==> config.mk <==
export PLATFORM = sky130hd
export DESIGN_NAME = systolic_array_controller_flat
export DESIGN_NICKNAME = d
export VERILOG_FILES = /design/src/rtl/systolic_array_controller_if.sv /design/src/rtl/systolic_array_controller.sv /design/src/flat_wrapper.sv
export SDC_FILE = /design/constraint.sdc
export NUM_CORES = 1
export LEC_CHECK = 0
export CAP_MARGIN = 15
export CORE_UTILIZATION = 56
export DETAILED_ROUTE_END_ITERATION = 12
export GPL_TIMING_DRIVEN = 0
export MAX_ROUTING_LAYER = met4
export PLACE_DENSITY_LB_ADDON = 0.3
export SLEW_MARGIN = 20
export SYNTH_ARGS = -nofsm -noshare
export SYNTH_HDL_FRONTEND = slang
export SYNTH_SLANG_ARGS = --single-unit
==> constraint.sdc <==
create_clock -name clk_i -period 3.8 [get_ports clk_i]
set_input_delay 0.38 -clock clk_i [delete_from_list [all_inputs] [get_ports clk_i]]
set_output_delay 0.38 -clock clk_i [all_outputs]
set_load 0.1 [all_outputs]
==> src/rtl/systolic_array_controller_if.sv <==
// systolic_array_controller_if: job request and array-edge handshake bundle for the controller
interface systolic_array_controller_if #(
    parameter int K_WIDTH = 16
);
    logic               start_i;
    logic [K_WIDTH-1:0] k_len_i;
    logic               beat_ack_i;
    logic               last_ack_i;
    logic               drain_ack_i;
    logic               inputs_valid_o;
    logic               last_element_o;
    logic [K_WIDTH-1:0] rd_addr_o;
    logic               drain_mode_o;
    logic               select_accumulator_o;
    logic               busy_o;
    logic               done_o;
    logic               error_o;
    modport master (
        input  start_i, k_len_i, beat_ack_i, last_ack_i, drain_ack_i,
        output inputs_valid_o, last_element_o, rd_addr_o, drain_mode_o,
               select_accumulator_o, busy_o, done_o, error_o
    );
    modport slave (
        output start_i, k_len_i, beat_ack_i, last_ack_i, drain_ack_i,
        input  inputs_valid_o, last_element_o, rd_addr_o, drain_mode_o,
               select_accumulator_o, busy_o, done_o, error_o
    );
endinterface

==> src/rtl/systolic_array_controller.sv <==
// systolic_array_controller: sequences K compute beats, waits for the far-corner last pulse,
// then drains COLS accumulator beats. Optional watchdog enabled by defining CTRL_TIMEOUT_EN.
module systolic_array_controller #(
    parameter int ROWS          = 4,
    parameter int COLS          = 4,
    parameter int K_WIDTH       = 16,
    parameter int TIMEOUT_WIDTH = 16
) (
    input logic clk_i,
    input logic rstn_i,
    systolic_array_controller_if.master bus
);
    typedef enum logic [2:0] {IDLE, FEED, WAIT_ACK, WAIT_LAST, DRAIN_ISSUE, DRAIN_WAIT, DONE} state_t;
    state_t             state;
    logic [K_WIDTH-1:0] k_len;
    logic [K_WIDTH-1:0] beat;
    logic [K_WIDTH-1:0] drain;
    logic               last_seen;
    logic               final_beat;
    logic               drain_mode;
    assign final_beat = beat == k_len - K_WIDTH'(1);
    assign drain_mode = state == DRAIN_ISSUE || state == DRAIN_WAIT;
`ifdef CTRL_TIMEOUT_EN
    state_t                   prev;
    logic [TIMEOUT_WIDTH-1:0] wd;
    logic                     err;
    logic                     waiting;
    logic                     expired;
    assign waiting = state == WAIT_ACK || state == WAIT_LAST || state == DRAIN_WAIT;
    assign expired = waiting && &wd;
    // Watchdog: restarts on every state change, counts only while waiting on an ack
    always_ff @(posedge clk_i or negedge rstn_i) begin
        if (!rstn_i) begin
            prev <= IDLE;
            wd   <= '0;
            err  <= 1'b0;
        end else begin
            prev <= state;
            wd   <= (waiting && state == prev) ? wd + 1'b1 : '0;
            err  <= expired ? 1'b1 : (state == IDLE && bus.start_i) ? 1'b0 : err;
        end
    end
`endif
    // Job sequencer: compute beats, last-element wait, accumulator drain
    always_ff @(posedge clk_i or negedge rstn_i) begin
        if (!rstn_i) begin
            state     <= IDLE;
            k_len     <= '0;
            beat      <= '0;
            drain     <= '0;
            last_seen <= 1'b0;
        end else begin
            case (state)
                IDLE: if (bus.start_i) begin
                    k_len     <= bus.k_len_i;
                    beat      <= '0;
                    last_seen <= 1'b0;
                    state     <= (bus.k_len_i == '0) ? DONE : FEED;
                end
                FEED: state <= WAIT_ACK;
                WAIT_ACK: begin
                    // the corner pulse may beat the final edge ack; remember it
                    if (final_beat && bus.last_ack_i) last_seen <= 1'b1;
                    if (bus.beat_ack_i) begin
                        if (!final_beat) begin
                            beat  <= beat + 1'b1;
                            state <= FEED;
                        end else if (last_seen || bus.last_ack_i) begin
                            drain <= '0;
                            state <= DRAIN_ISSUE;
                        end else begin
                            state <= WAIT_LAST;
                        end
                    end
                end
                WAIT_LAST: if (bus.last_ack_i) begin
                    drain <= '0;
                    state <= DRAIN_ISSUE;
                end
                DRAIN_ISSUE: state <= DRAIN_WAIT;
                DRAIN_WAIT: if (bus.drain_ack_i) begin
                    drain <= drain + 1'b1;
                    state <= (drain == K_WIDTH'(COLS - 1)) ? DONE : DRAIN_ISSUE;
                end
                default: state <= IDLE;
            endcase
`ifdef CTRL_TIMEOUT_EN
            if (expired) state <= DONE;
`endif
        end
    end
    // Moore output decode from registered state and counters
    always_comb begin
        bus.inputs_valid_o       = state == FEED || state == DRAIN_ISSUE;
        bus.last_element_o       = state == FEED && final_beat;
        bus.rd_addr_o            = state == FEED ? beat : state == DRAIN_ISSUE ? drain : '0;
        bus.drain_mode_o         = drain_mode;
        bus.select_accumulator_o = drain_mode;
        bus.busy_o               = state != IDLE;
        bus.done_o               = state == DONE;
`ifdef CTRL_TIMEOUT_EN
        bus.error_o              = err;
`else
        bus.error_o              = 1'b0;
`endif
    end
endmodule

==> src/flat_wrapper.sv <==
// flat-port wrapper written by rule: the top's interface ports become plain ports
module systolic_array_controller_flat 
#(
    parameter int ROWS          = 4,
    parameter int COLS          = 4,
    parameter int K_WIDTH       = 16,
    parameter int TIMEOUT_WIDTH = 16
)
  (clk_i, rstn_i, bus_start_i, bus_k_len_i, bus_beat_ack_i, bus_last_ack_i, bus_drain_ack_i, bus_inputs_valid_o, bus_last_element_o, bus_rd_addr_o, bus_drain_mode_o, bus_select_accumulator_o, bus_busy_o, bus_done_o, bus_error_o);
  systolic_array_controller_if #(.K_WIDTH(K_WIDTH)) bus_i ();
  input logic clk_i;
  input logic rstn_i;
  input wire logic [$bits(bus_i.start_i)-1:0] bus_start_i;
  input wire logic [$bits(bus_i.k_len_i)-1:0] bus_k_len_i;
  input wire logic [$bits(bus_i.beat_ack_i)-1:0] bus_beat_ack_i;
  input wire logic [$bits(bus_i.last_ack_i)-1:0] bus_last_ack_i;
  input wire logic [$bits(bus_i.drain_ack_i)-1:0] bus_drain_ack_i;
  output wire logic [$bits(bus_i.inputs_valid_o)-1:0] bus_inputs_valid_o;
  output wire logic [$bits(bus_i.last_element_o)-1:0] bus_last_element_o;
  output wire logic [$bits(bus_i.rd_addr_o)-1:0] bus_rd_addr_o;
  output wire logic [$bits(bus_i.drain_mode_o)-1:0] bus_drain_mode_o;
  output wire logic [$bits(bus_i.select_accumulator_o)-1:0] bus_select_accumulator_o;
  output wire logic [$bits(bus_i.busy_o)-1:0] bus_busy_o;
  output wire logic [$bits(bus_i.done_o)-1:0] bus_done_o;
  output wire logic [$bits(bus_i.error_o)-1:0] bus_error_o;
  assign bus_i.start_i = bus_start_i;
  assign bus_i.k_len_i = bus_k_len_i;
  assign bus_i.beat_ack_i = bus_beat_ack_i;
  assign bus_i.last_ack_i = bus_last_ack_i;
  assign bus_i.drain_ack_i = bus_drain_ack_i;
  assign bus_inputs_valid_o = bus_i.inputs_valid_o;
  assign bus_last_element_o = bus_i.last_element_o;
  assign bus_rd_addr_o = bus_i.rd_addr_o;
  assign bus_drain_mode_o = bus_i.drain_mode_o;
  assign bus_select_accumulator_o = bus_i.select_accumulator_o;
  assign bus_busy_o = bus_i.busy_o;
  assign bus_done_o = bus_i.done_o;
  assign bus_error_o = bus_i.error_o;
  systolic_array_controller #(.ROWS(ROWS), .COLS(COLS), .K_WIDTH(K_WIDTH), .TIMEOUT_WIDTH(TIMEOUT_WIDTH)) u_core (.clk_i(clk_i), .rstn_i(rstn_i), .bus(bus_i));
endmodule
# Word level (Yosys, flattened, before mapping)
# Cells that the tools add are included.
# word_totals
ff_bits	52
latchBits	0
mem_bits_rw	0
rom_bits	0
input_bits	22
out_inout_bits	23
elab_cells	63
mem_count	0
# op_classes
add_sub_neg	3
n_mul	0
div_mod_pow	0
order_cmp	0
eq_ne	16
shift	0
muxes	24
n_bitwise	0
reduce_logical	15
# ops
operator	count
two-way mux 16 bit	10
one-hot mux 16 bit (3 select lines)	1
adder 16 x 1 -> 16 bit, second input constant	2
one-hot mux 16 bit (2 select lines)	1
two-way mux 3 bit	7
one-hot mux 3 bit (6 select lines)	1
== test 16 bit	1
== test 16 x 2 -> 1 bit, second input constant	1
logical NOT 16 bit	1
subtractor 16 x 1 -> 16 bit, second input constant	1
!= test 2 bit, second input constant	5
== test 3 bit, second input constant	3
AND reduction 4 bit	2
== test 3 x 2 -> 1 bit, second input constant	2
!= test 2 x 1 -> 1 bit, second input constant	3
AND reduction 6 bit	1
nonzero test 3 bit	2
== test 3 x 1 -> 1 bit, second input constant	1
logical NOT 3 bit	1
logical OR 1 bit	3
AND reduction 3 bit	1
logical AND 1 bit	2
two-way mux 1 bit	2
two-way mux 2 bit	1
3 further kinds	3

# Longest topological paths before layout
# logic_depth
word_depth	5
mapped_depth	11

# Least setup slack after synthesis
# Ideal clock, no wire load.
# synth_path
path_kind	register -> output
start	register u_core.k_len[2]
end	output port bus_last_element_o
arrival_ns	3.210
t_required_ns	3.420
setup_slack_ns	0.210
stages_incl_launch_ff	10
path_buffers	2
cell_sequence	dfrtp_1 -> buf_2 -> or4_1 -> clkbuf_1 -> nor3_1 -> mux2i_1 -> o21ai_0 -> or4_1 -> nor4_1 -> and2_1
# synth_via
elab_chain_cells	3
# synth_lines
element	line_no	source
from (decl)	systolic_array_controller.sv:15	logic [K_WIDTH-1:0] k_len;
from (signal assigned)	systolic_array_controller.sv:55	k_len <= bus.k_len_i;
subtractor 16 x 1 -> 16 bit	systolic_array_controller.sv:21	assign final_beat = beat == k_len - K_WIDTH'(1);
== test 16 bit	systolic_array_controller.sv:21	
logical AND 1 bit	systolic_array_controller.sv:95	bus.last_element_o = state == FEED && final_beat;
to (decl)	flat_wrapper.sv:19	output wire logic [$bits(bus_i.last_element_o)-1:0] bus_last_element_o;
# Every way passes these cells.

# Worst setup path after layout
# Ends and elaborated chain as after synthesis.

==> metrics.log <==
[metrics] outcome: finished, final reports clean
[metrics] multi-input combinational cell area: 0.00207 mm²
[metrics] post-layout total power: about 2.3 mW
[metrics] # placed instances: about 550
[metrics] slowest CP cell: sky130_fd_sc_hd__or4_4
[metrics] leakage power summed over all cells: 1.93 nW
[metrics] pin count of the biggest net entering global routing: 53
[metrics] total inserted antenna cells: 0
[metrics] largest fanout of any net on the critical path: 10
[metrics] Pint: between 1 and 1.5 mW
[metrics] kind of critical path: flip-flop to output port
[metrics] Global Route Usage Sum: a little under a third
[metrics] final cell utilization of the core: approximately 70%
[metrics] kind of start point of the critical path: flip-flop
[metrics] Buf+Inv Stages, Crit Path: 3
[metrics] clock latency at the later pin of the worst-skew pair: about 0.32 ns
[metrics] number of global-route vias before repair: roughly 3.1k
[metrics] post-placement worst setup slack: -0.768 ns
[metrics] asr flop ratio synth: 100%
[metrics] fmax: between 200 and 300 MHz
[metrics] number of instances in the synthesized netlist: between 400 and 500
[metrics] proportion of layout cells with a drive suffix above 1: 7.04%
[metrics] Total Die Area: around 0.0066 mm²
[metrics] total of hold buffers inserted after clock tree synthesis: 0
[metrics] P_sw: around 1.1 mW
[metrics] slowest stage delay, CP: approximately 0.59 ns
[metrics] final hold violations: 0
[metrics] Clock Tree Root: sky130_fd_sc_hd__clkbuf_8
[metrics] initial antenna violation count: 0
[metrics] part of the power in the clock network: roughly 15%
[metrics] CTS H-tree depth: 2
[metrics] half-perimeter wire length after placement: between 6 and 7 mm
[metrics] grt ovf: 0
[metrics] core box area: 0.00596 mm²
[metrics] routability cong.: 0.929
[metrics] relative slew slack: 34.9%
[metrics] # rows: 28
[metrics] net count of the finished layout: between 500 and 600
[metrics] element type at the critical path end: output port
[metrics] boundary pin count: between 40 and 50
[metrics] Longest Clk Path Bufs: 2
[metrics] P&R area growth vs syn: 19.7%
[metrics] family with the most delay on the worst path: simple AND/OR/NAND/NOR gates
[metrics] ANT nets after route: 0
[metrics] Post-Synthesis Cell Area: ~0.0035 mm²
[metrics] fill count: 498
[metrics] number of synthesized flops with an enable pin: 0
[metrics] Residual DRC: 0
[metrics] part of the power in registers: between 30 and 40%
[metrics] average cell area after synthesis: 8.06 µm²
[metrics] Worst Path Required: around 3.4 ns
[metrics] first-pass iteration count of the detailed router: 5
[metrics] vias after detailed routing: about 3.5k
[metrics] initial DRC count: about 340
[metrics] type of the most critical hold path: input pin to asynchronous set/reset pin
[metrics] share of total power in combinational logic: between 50% and 60%
[metrics] unrepaired setup endpoints after global routing: false
[metrics] setup ws final: between 0.15 and 0.2 ns
[metrics] number of buffers created by CTS: 5
[metrics] final period utilization: around 95%
[metrics] Worst Max-Slew Pin Slew: 0.974 ns
[metrics] final count of negative-setup-slack endpoints: 0
[metrics] area occupied by registers: roughly 0.0013 mm²
[metrics] FF+latch count, synth: 52
[metrics] average wire per standard cell: 16.3 µm
[metrics] Fin Clk Skew: around 0.016 ns
[metrics] TNS Setup: 0 ns
[metrics] routed wire length: approximately 9 mm
[metrics] clock-pin transition on the worst setup and hold timing paths: 0.11 ns
[metrics] reported max-cap violation count: 0
[metrics] clock sink count: 52
[metrics] post-synth cell types: just over 50
[metrics] worst voltage drop across the vdd grid: about 0.00043 V
[metrics] width of the chip: slightly above 80 µm
[metrics] via-per-instance ratio: around 6.2
[metrics] part of the Yosys area used for sequential elements: around 37%
[metrics] min cycle time layout: approximately 3.6 ns
[metrics] areal power density over the cells: 558 mW/mm²
[metrics] global-route wire length before repair: ~15 mm
[metrics] Final Max Tran Viols: 0
[metrics] most used flip-flop cell after synthesis: sky130_fd_sc_hd__dfrtp_1
[metrics] starting utilization of the core area: roughly three fifths
[metrics] switching power share of the total: approximately half
[metrics] arrival time worst endpoint: approximately 3.3 ns
[metrics] Synth Net Count: approximately 460
[metrics] count of synthesis-stage warnings from yosys: 0
[metrics] clock tree from TritonCTS: built
[metrics] cells along the critical path: buf_2, or4_1, clkbuf_1, nor3_2, mux2i_1, o21ai_1, or4_4, nor4_4, and2_4, buf_12
[metrics] overall die height: 81.0 µm
[metrics] number of cells in the finished layout apart from fillers: 558
[metrics] count of buffers from port buffering: 43
## cell usage after synthesis (9+ instances only)
cell	count	share of area [%]
sky130_fd_sc_hd__nand2_1	73	7.8
sky130_fd_sc_hd__dfrtp_1	52	37
sky130_fd_sc_hd__nor2_1	40	4.3
sky130_fd_sc_hd__o21ai_0	24	3.4
sky130_fd_sc_hd__nor3_1	18	2.6
sky130_fd_sc_hd__a22o_1	17	4.3
sky130_fd_sc_hd__clkbuf_1	17	1.8
sky130_fd_sc_hd__xnor2_1	17	4.3
sky130_fd_sc_hd__a21oi_1	16	2.3
sky130_fd_sc_hd__and3_1	16	2.9
sky130_fd_sc_hd__nand3_1	14	2.0
sky130_fd_sc_hd__nor4_1	12	2.1
sky130_fd_sc_hd__xor2_1	11	2.8
sky130_fd_sc_hd__o21ai_1	9	1.3
## layer usage
| layer | routed length (µm) | up-vias | GRT usage [%] |
|---|---|---|---|
| li1 | - | 1650 | - |
| met1 | 4130 | 1632 | 43.5 |
| met2 | 4140 | 159 | 45.0 |
| met3 | 587 | 24 | 4.38 |
| met4 | 204 | 0 | 10.9 |
| met5 | 0 | - | - |
## cell type report
type | count | share of cell area, %
Clock inverter | 2 | 0.359
Tap cell | 75 | 2.24
Multi-Input combinational cell | 348 | 49.6
Sequential cell | 52 | 31.1
Clock buffer | 6 | 1.98
Buffer | 25 | 2.99
Timing Repair Buffer | 43 | 11.1
Inverter | 7 | 0.629
## cell usage in the layout, fill, tap and decap left out, types with 11 or more instances in the layout
cell                              count
sky130_fd_sc_hd__nand2_1             73
sky130_fd_sc_hd__dfrtp_1             52
sky130_fd_sc_hd__nor2_1              40
sky130_fd_sc_hd__clkdlybuf4s50_1     31
sky130_fd_sc_hd__o21ai_0             23
sky130_fd_sc_hd__nor3_1              17
sky130_fd_sc_hd__a22o_1              17
sky130_fd_sc_hd__xnor2_1             17
sky130_fd_sc_hd__clkbuf_1            16
sky130_fd_sc_hd__a21oi_1             16
sky130_fd_sc_hd__and3_1              16
sky130_fd_sc_hd__nand3_1             14
sky130_fd_sc_hd__xor2_1              11
## metrics by stage
step	hold slack (ns)	instance area [µm²]
after CTS	0.105	4140
final	0.0709	4180
after global routing	0.134	4180
after detailed placement	0.460	4010
after floorplan	0.0844	3490
after global placement	0.485	4020
## worst register-to-register path, cell delays in order (launching register included)
cell and delay, ns:
sky130_fd_sc_hd__dfrtp_1 0.43, sky130_fd_sc_hd__inv_1 0.10, sky130_fd_sc_hd__ha_1 0.23, sky130_fd_sc_hd__nor3b_1 0.50
sky130_fd_sc_hd__nand4_1 0.19, sky130_fd_sc_hd__xnor2_1 0.19, sky130_fd_sc_hd__or4_4 0.55, sky130_fd_sc_hd__nor4_4 0.44
sky130_fd_sc_hd__a21oi_2 0.21, sky130_fd_sc_hd__buf_6 0.20, sky130_fd_sc_hd__o21ai_1 0.13, sky130_fd_sc_hd__o31ai_1 0.08
## kinds of logic (layout without fill, tap and decap cells)
group	after synthesis	in the layout	share of synthesized area [%]
xor+xnor	28	28	7.02
fa+ha+maj	3	3	1.07
flops	52	52	37.3
other cells	1	1	0.107
buf+inv	33	83	4.44
compound gates	90	90	16.8
mux	3	3	0.860
simple gates	223	223	32.5
## final timing paths
| kind | startpoint | end | slack, ns | cells after the start |
|---|---|---|---|---|
| min reg2reg | u_core.drain[15]$_DFFE_PN0P_ | u_core.drain[15]$_DFFE_PN0P_ | 0.52 | 1 |
| max reg2reg | u_core.k_len[0]$_DFFE_PN0P_ | u_core.drain[3]$_DFFE_PN0P_ | 0.42 | 11 |
| min | rstn_i | u_core.drain[9]$_DFFE_PN0P_ | 0.07 | 1 |
| max in group asynchronous | rstn_i | u_core.k_len[12]$_DFFE_PN0P_ | 3.27 | 1 |
| min in group clk_i | u_core.drain[15]$_DFFE_PN0P_ | u_core.drain[15]$_DFFE_PN0P_ | 0.52 | 1 |
| max | u_core.k_len[2]$_DFFE_PN0P_ | bus_last_element_o | 0.17 | 10 |
## power by group through the flow
stage | Combinational, mW | Sequential, mW | Clock, mW
6_report | 1.20 | 0.790 | 0.343
5_1_grt | 1.31 | 0.808 | 0.373
4_1_cts | 1.18 | 0.778 | 0.348
3_5_place_dp | 1.16 | 0.787 | 0
3_3_place_gp | 1.14 | 0.781 | 0
2_1_floorplan | 0.906 | 0.754 | 0
## registers in the layout, summed over array words and instances, names as in the netlist
signal and cells:
u_core.beat 16, u_core.drain 16, u_core.k_len 16, u_core.state 3, u_core.last_seen 1
## repair_timing
item	in CTS	in global routing
setup buffers	0	0
pin swaps	1	2
endpoints found under the setup margin	10	11
resized for setup	13	14
Note: power is estimated with default switching activity, not from simulation.
